`config.mk`:
```
export PLATFORM = sky130hd
export DESIGN_NAME = stream_bit_reorder_flat
export DESIGN_NICKNAME = d
export VERILOG_FILES = /design/src/rtl/stream_bit_reorder_if.sv /design/src/rtl/stream_bit_reorder.sv /design/src/flat_wrapper.sv
export SDC_FILE = /design/constraint.sdc
export NUM_CORES = 1
export LEC_CHECK = 0
export ABC_CLOCK_PERIOD_IN_PS = 6200
export CAP_MARGIN = 5
export CORE_MARGIN = 2
export CORE_UTILIZATION = 40
export CTS_CLUSTER_DIAMETER = 40
export DETAILED_ROUTE_END_ITERATION = 10
export MAX_ROUTING_LAYER = met4
export SETUP_SLACK_MARGIN = 0.1
export SYNTH_ARGS = -nofsm -noshare
export SYNTH_HDL_FRONTEND = slang
export SYNTH_SLANG_ARGS = --single-unit
```
`constraint.sdc`:
```
create_clock -name clk -period 6.2 [get_ports clk]
set_input_delay 0.62 -clock clk [delete_from_list [all_inputs] [get_ports clk]]
set_output_delay 0.62 -clock clk [all_outputs]
set_load 0.005 [all_outputs]
```
`src/rtl/stream_bit_reorder_if.sv`:
```
// stream_bit_reorder_if: valid/ready sample stream into and out of the bit-reversal reorder buffer
// Ports (master = producer/consumer side, slave = reorder block):
//   in_valid/in_ready/in_data/in_mode : input sample stream, in_mode sampled with a frame's first sample
//   out_valid/out_ready/out_data/out_last : reordered output stream, out_last marks a frame's final sample
interface stream_bit_reorder_if #(
    parameter int WIDTH = 16
);
    logic             in_valid;
    logic             in_ready;
    logic [WIDTH-1:0] in_data;
    logic             in_mode;
    logic             out_valid;
    logic             out_ready;
    logic [WIDTH-1:0] out_data;
    logic             out_last;
    modport master (
        output in_valid, in_data, in_mode, out_ready,
        input  in_ready, out_valid, out_data, out_last
    );
    modport slave (
        input  in_valid, in_data, in_mode, out_ready,
        output in_ready, out_valid, out_data, out_last
    );
endinterface

```
`src/rtl/stream_bit_reorder.sv`:
```
// stream_bit_reorder: ping-pong frame buffer emitting N = 2^LOG2N samples in bit-reversed or natural order
// Ports:
//   clk   : clock, all state on rising edge
//   rst_n : asynchronous active-low reset
//   s     : stream_bit_reorder_if slave (input stream in, reordered stream out)
module stream_bit_reorder #(
    parameter int WIDTH = 16,
    parameter int LOG2N = 3
) (
    input logic               clk,
    input logic               rst_n,
    stream_bit_reorder_if.slave s
);
    localparam int N = 1 << LOG2N;
    logic [WIDTH-1:0] mem_q [2][N];
    logic [1:0]       full_q, full_d, mode_q, mode_d;
    logic             wr_bank_q, rd_bank_q;
    logic [LOG2N-1:0] wr_cnt_q, rd_cnt_q, rev, rd_addr;
    logic             out_valid_q, out_valid_d, out_last_q, out_last_d;
    logic [WIDTH-1:0] out_data_q, out_data_d;
    logic             wr_fire, wr_end, rd_issue, rd_end;
    // writer only ever fills a non-full bank, reader only drains a full one, so they never collide
    assign s.in_ready = !full_q[wr_bank_q];
    assign wr_fire    = s.in_valid && !full_q[wr_bank_q];
    assign wr_end     = wr_fire && (&wr_cnt_q);
    assign rd_issue   = full_q[rd_bank_q] && (!out_valid_q || s.out_ready);
    assign rd_end     = rd_issue && (&rd_cnt_q);
    always_comb begin
        rev = '0;
        for (int k = 0; k < LOG2N; k++) rev[k] = rd_cnt_q[LOG2N-1-k];
    end
    assign rd_addr = mode_q[rd_bank_q] ? rd_cnt_q : rev;
    always_comb begin
        full_d = full_q;
        mode_d = mode_q;
        if (wr_fire && wr_cnt_q == '0) mode_d[wr_bank_q] = s.in_mode;
        if (wr_end) full_d[wr_bank_q] = 1'b1;
        if (rd_end) full_d[rd_bank_q] = 1'b0;
        // output register holds while stalled and clears once taken with nothing new to issue
        out_valid_d = rd_issue || (out_valid_q && !s.out_ready);
        out_last_d  = rd_issue ? (&rd_cnt_q) : (out_last_q && !s.out_ready);
        out_data_d  = rd_issue ? mem_q[rd_bank_q][rd_addr] : out_data_q;
    end
    always_ff @(posedge clk) begin
        if (wr_fire) mem_q[wr_bank_q][wr_cnt_q] <= s.in_data;
    end
    always_ff @(posedge clk or negedge rst_n) begin
        if (!rst_n) begin
            full_q      <= '0;
            mode_q      <= '0;
            wr_bank_q   <= 1'b0;
            rd_bank_q   <= 1'b0;
            wr_cnt_q    <= '0;
            rd_cnt_q    <= '0;
            out_valid_q <= 1'b0;
            out_last_q  <= 1'b0;
            out_data_q  <= '0;
        end else begin
            full_q      <= full_d;
            mode_q      <= mode_d;
            wr_bank_q   <= wr_bank_q ^ wr_end;
            rd_bank_q   <= rd_bank_q ^ rd_end;
            wr_cnt_q    <= wr_cnt_q + LOG2N'(wr_fire);
            rd_cnt_q    <= rd_cnt_q + LOG2N'(rd_issue);
            out_valid_q <= out_valid_d;
            out_last_q  <= out_last_d;
            out_data_q  <= out_data_d;
        end
    end
    assign s.out_valid = out_valid_q;
    assign s.out_last  = out_last_q;
    assign s.out_data  = out_data_q;
endmodule
```
`src/flat_wrapper.sv`:
```
// flat-port wrapper written by rule: the top's interface ports become plain ports
module stream_bit_reorder_flat 
#(
    parameter int WIDTH = 16,
    parameter int LOG2N = 3
)
  (clk, rst_n, s_in_valid, s_in_data, s_in_mode, s_out_ready, s_in_ready, s_out_valid, s_out_data, s_out_last);
  stream_bit_reorder_if #(.WIDTH(WIDTH)) s_i ();
  input logic clk;
  input logic rst_n;
  input wire logic [$bits(s_i.in_valid)-1:0] s_in_valid;
  input wire logic [$bits(s_i.in_data)-1:0] s_in_data;
  input wire logic [$bits(s_i.in_mode)-1:0] s_in_mode;
  input wire logic [$bits(s_i.out_ready)-1:0] s_out_ready;
  output wire logic [$bits(s_i.in_ready)-1:0] s_in_ready;
  output wire logic [$bits(s_i.out_valid)-1:0] s_out_valid;
  output wire logic [$bits(s_i.out_data)-1:0] s_out_data;
  output wire logic [$bits(s_i.out_last)-1:0] s_out_last;
  assign s_i.in_valid = s_in_valid;
  assign s_i.in_data = s_in_data;
  assign s_i.in_mode = s_in_mode;
  assign s_i.out_ready = s_out_ready;
  assign s_in_ready = s_i.in_ready;
  assign s_out_valid = s_i.out_valid;
  assign s_out_data = s_i.out_data;
  assign s_out_last = s_i.out_last;
  stream_bit_reorder #(.WIDTH(WIDTH), .LOG2N(LOG2N)) u_core (.clk(clk), .rst_n(rst_n), .s(s_i));
endmodule
```
* Yosys cells after proc, flatten, opt, wreduce, memory -nomap -nowiden *
Memory sizes are Yosys's and may differ from the RTL's.
Index checks and enable logic that the tools add are counted.

storage, ports and cells
  bits in writable memories = 256
  memories kept = 1
  output and inout port bits = 19
  word-level logic and storage cells = 66
  bits in registers = 30
  input port bits = 21

memories
  memory        words  width  rd ports  clocked after Yosys merged registers in  wr ports  RTL line                  text
  u_core.mem_q  2      128    1         0                                        1         stream_bit_reorder.sv:15  logic [WIDTH-1:0] mem_q [2][N];

cells by class
  bitwise logic cells = 7
  muxes and demuxes = 22
  add/sub/neg operators = 2
  reduce and logical (&&, ||, !) cells = 18
  order comparisons = 7

operator list
  operator                                                  count
  two-way mux 128 bit                                       1
  binary-select mux 16 bit (select 3 bit)                   1
  demux 16 bit (select 3 bit)                               1
  two-way mux 16 bit                                        3
  logical AND 1 bit                                         10
  two-way mux 1 bit                                         10
  greater-or-equal comparator 4 bit, second input constant  2
  NOT 3 -> 4 bit                                            2
  adder 3 x 1 -> 3 bit                                      2
  AND reduction 3 bit                                       2
  < comparator 1 x 2 -> 1 bit, second input constant        2
  < comparator 4 x 1 -> 1 bit, second input constant        1
  two-way mux 2 bit                                         2
  logical NOT 1 bit                                         3
  logical NOT 3 bit                                         1
  two-way mux 3 bit                                         1
  bitwise AND 2 bit                                         1
  bitwise mux 2 bit                                         1
  demux 1 bit (select 1 bit)                                2
  greater-or-equal comparator 1 bit, second input constant  2
  logical OR 1 bit                                          2
  NOT 2 bit                                                 1
  OR 2 bit                                                  1
  bitwise XOR 1 bit                                         2

* Logic depth before layout (Yosys ltp) *
  word-level depth = 8
  gate-level depth with buffers = 9
  gate-level depth less buffers = 6

* Worst setup path after synthesis *
OpenSTA, ideal clock, no wires.

  kind = input to register
  start point = input s_in_valid
  end point = register u_core.mode_q[1]
  cell stages on the path = 3
  arrival = 2.719 ns
  path buffers = 0
  slack = 3.354 ns
  setup time = 0.127 ns
  data required time = 6.073 ns
  path through = or4b_1 nor3_1 mux2_1

on the way
  cells in the longest elaborated chain, start to end = 2

RTL lines
  what                  RTL line                  text
  from (decl)           flat_wrapper.sv:11        input wire logic [$bits(s_i.in_valid)-1:0] s_in_valid;
  logical AND 1 bit     stream_bit_reorder.sv:24  assign wr_fire = s.in_valid && !full_q[wr_bank_q];
  logical AND 1 bit     stream_bit_reorder.sv:36  if (wr_fire && wr_cnt_q == '0) mode_d[wr_bank_q] = s.in_mode;
  to (signal assigned)  stream_bit_reorder.sv:60  mode_q <= mode_d;
  to (decl)             stream_bit_reorder.sv:16  logic [1:0] full_q, full_d, mode_q, mode_d;

No other way between the ends.
A chain may end at the register's enable or synchronous reset.

* Worst setup path in the final report *
  start point = register u_core.rd_bank_q
  end point = register u_core.out_data_q[6], in the netlist u_core.s.out_data[6]

on the way
  cells in the longest elaborated chain, start to end = 7
  elaborated cells between the ends (all ways) = 11
  those cells by class = 8 x mux; 1 x bitwise; 1 x reduce/logical; 1 x memory

RTL lines
  what                                                   RTL line                  text
  from (decl)                                            stream_bit_reorder.sv:17  logic wr_bank_q, rd_bank_q;
  from (signal assigned)                                 stream_bit_reorder.sv:62  rd_bank_q <= rd_bank_q ^ rd_end;
  two-way mux 1 bit (implied by the code) (2 in a row)   stream_bit_reorder.sv:32  assign rd_addr = mode_q[rd_bank_q] ? rd_cnt_q : rev;
  two-way mux 3 bit                                      stream_bit_reorder.sv:32
  NOT 3 -> 4 bit (implied by the code)                   stream_bit_reorder.sv:42  out_data_d = rd_issue ? mem_q[rd_bank_q][rd_addr] : out_data_q;
  binary-select mux 16 bit (select 3 bit)                stream_bit_reorder.sv:42
  two-way mux 16 bit (implied by the code) (2 in a row)  stream_bit_reorder.sv:42
  to (signal assigned)                                   stream_bit_reorder.sv:67  out_data_q <= out_data_d;
  to (decl)                                              stream_bit_reorder.sv:20  logic [WIDTH-1:0] out_data_q, out_data_d;

Parallel ways exist; a longest one is shown, timed or not. The select of a mux whose other input is x is not followed.

==> metrics <==
Final nets 665; combinational share of power 0.283; most common cell type on the critical path mux2i_4; Clock Latency Late Sink 0.51 ns; first-pass GRT wire length 36.8 mm; DR vias/cell 5.49; status completed; Critical Path Fanout Max 24; Post-Syn Nets around 610; syn_area_per_cell 19.1 µm²; xor/xnor cell area share of the yosys netlist 0.00315; crit path DAT between 3 and 4 ns; worst slew pin tran 1.04 ns; mux cell area share after synthesis 0.132; reg-to-reg critical path endpoint u_core.s.out_data[6]; setup TNS 0 ns; clock root cell clkbuf_16; worst reg2reg path startpoint u_core.rd_bank_q; sequential cell area roughly 8400 µm²; Placer Congestion 0.850; post-synthesis register bit count 286; clock group share of total power 0.323; Final HPWL DP between 10 and 15 mm; Power, Total 6.49 mW; Switching Fraction 0.303; Initial Utilization 0.410; post-synthesis sequential area ratio 0.760; DRT iter0 DRCs between 500 and 600; slowest cell delay on critical path roughly 0.85 ns; Pre-antenna DRT Iters 5; overall routing resource usage 0.179; # diodes 0; num rows 60; Area Overhead vs Synth 18.7%; ANT nets after route 0; Compound-Gate Fraction of Synth Area 0.0534; ys async rst share 0.105; Setup Skew about 0.018 ns; synthesized area 11,100 µm²; Max VDD drop 0.206 mV; crit-path cells mux2i_4 -> mux2i_4 -> buf_4 -> mux4_2 -> o221ai_1; DRC violations left 0; die width between 150 and 200 µm; hold crit path type input pin to async pin; synthesized instance count 581; EDFF count, synth roughly 260; standby leakage power about 4.5 nW; crit path max-delay cell type mux2i_4; vias in the first global route 5,810; largest net degree at the start of global routing 64; Layout fillers 2,182; adder-cell share of the synthesized area 0.00451; CTS tree done; initial antenna violation count 0; Multi-input gate area 2520 µm²; sequential share of power 0.394; # hold bufs at CTS 0; TritonCTS Buffers 35; classification of the worst setup path flop to flop; clock-pin slew on the worst setup and hold paths 0.06 ns; post-route minimum period about 3.2 ns; total net switching power 1.97 mW; Crit. Startpoint u_core.rd_bank_q; Simple-Gate Fraction of Synth Area 0.0293; die area 29,100 µm²; Pins Over Slew Limit 0; synthesis warning total 0; Setup Fix Bufs, Post-CTS 0; CP delay by family, top multiplexers; final setup fails 0; Worst Path Required 6.59 ns; core area 27,100 µm²; Top-Level Pins 40; Int Power 4.52 mW; Buffers & Inverters on Critical Path 1; port bufs 39; startpoint types flop; WL per Instance approximately 24 µm; via count 5,700; Overflow after GRT 0; Worst Reg-to-Reg Cells 5; Yosys cell types between 40 and 50; f_max 314 MHz; Die H about 170 µm; post-cts resize count 0; CTS H-tree depth 2; pwr dens 492 nW/µm²; Primary FF master, synth edfxtp_1; clk buf depth 3; fin util 0.486; relative slew slack 0.304; maxcap violations 0; r2r setup slk 3.02 ns; crit path capture type flop; clock sinks 286; final hold vios 0; fin crit share 0.513; largest family of logic cells by synthesized area multiplexers; overall routed net length about 25 mm; RSZ-0062 raised after global routing no; fraction of layout cells with a size suffix above 1 0.188
-- cells in the final DEF, fill, tap and decap left out, types with 8 or more instances in the layout --
master / count
mux2i_1: 64
buf_4: 17
o31a_1: 15
dfrtp_1: 28
clkdlybuf4s50_1: 38
nor2_2: 11
edfxtp_1: 256
nor2_1: 37
o221ai_1: 30
a22oi_1: 15
clkbuf_1: 8
mux4_2: 29
clkbuf_16: 37
-- cells in the mapped netlist (2+ instances only) --
cell type,count,area [µm²]
o221ai_1,30,263
nand4_1,3,18.8
mux2_2,2,22.5
mux4_2,29,653
inv_2,2,7.51
mux2_1,2,22.5
a211oi_1,2,15.0
or4b_1,2,20.0
nor3_1,2,10.0
or3_1,2,12.5
dfrtp_1,30,751
mux4_1,3,78.8
edfxtp_1,256,7690
xor2_1,2,17.5
inv_1,5,18.8
clkbuf_1,19,71.3
o21ai_0,2,10.0
nand2b_1,4,25.0
nand2_1,5,18.8
mux2i_1,64,641
a22oi_1,15,113
buf_4,4,30.0
xnor2_1,2,17.5
buf_6,2,22.5
o31a_1,15,131
nor2_1,48,180
ha_1,4,50.1
buf_2,8,40.0
-- registers in the layout, indices dropped and copies added, names as in the netlist --
register	flops
u_core.s.out_data	16
u_core.wr_cnt_q	3
u_core.rd_cnt_q	3
u_core.mem_q	256
u_core.rd_bank_q	1
u_core.mode_q	2
u_core.s.out_valid	1
u_core.s.out_last	1
u_core.full_q	2
u_core.wr_bank_q	1
-- power by group through the flow --
stage,clock network (mW),logic (mW),registers [mW]
finish,2.09,1.84,2.56
floorplan,0,1.36,2.46
global placement,0,1.81,2.58
global route,2.22,1.98,2.58
detailed placement,0,1.85,2.60
CTS,2.14,1.85,2.56
-- layer usage --
| metal | vias to the layer above | wire length, µm | GRT usage | part of all wire |
|---|---|---|---|---|
| met5 | - | 0 | - | 0 |
| met4 | 0 | 456 | 0.0487 | 0.018 |
| met3 | 41 | 1280 | 0.0310 | 0.052 |
| met2 | 179 | 12800 | 0.302 | 0.52 |
| met1 | 2988 | 10200 | 0.226 | 0.41 |
| li1 | 2492 | - | - | - |
-- logic make-up (layout without fill, tap and decap cells) --
| logic type | count (synthesis) | after routing |
|---|---|---|
| compound gates | 71 | 71 |
| xor+xnor | 4 | 4 |
| fa+ha+maj | 4 | 4 |
| buf+inv | 41 | 126 |
| flops | 286 | 286 |
| mux | 103 | 103 |
| simple gates | 72 | 72 |
-- worst register-to-register path: cells and delay by family, from the launching register on --
kind                   cells  cell delay, ns
muxes                      3            1.82
AOI/OAI and AO/OA          1            0.20
DFF                        1            0.51
buffers and inverters      1            0.54
-- worst max-delay path by stage --
stage / slack, ns / end / cells after the start
detailed placement: 3.01 / u_core.s.out_data[11] / 5
floorplan: 3.35 / u_core.mode_q[1] / 3
finish: 3.02 / u_core.s.out_data[6] / 5
global placement: 3.04 / u_core.s.out_data[2] / 5
CTS: 3.00 / u_core.s.out_data[11] / 5
global route: 2.84 / u_core.s.out_data[6] / 5
-- stage by stage --
stage / hold WS (ns) / area [µm²] / cells / setup WS, ns
3_3_place_gp: 0.501 / 12000 / 975 / 3.04
3_5_place_dp: 0.527 / 12000 / 975 / 3.01
2_1_floorplan: 0.324 / 11100 / 581 / 3.35
5_1_grt: 0.226 / 13200 / 1038 / 2.84
6_report: 0.187 / 13200 / 1038 / 3.02
4_1_cts: 0.204 / 13200 / 1038 / 3.00
-- layout make-up --
type,instances,share of cell area
inverter,7,0.00199
clock inverter,15,0.0163
sequential,286,0.641
timing repair buffer,56,0.0389
tap,372,0.0353
multi-input combinational,254,0.191
clock buffer,48,0.0757
(Power assumes the default switching activity.)
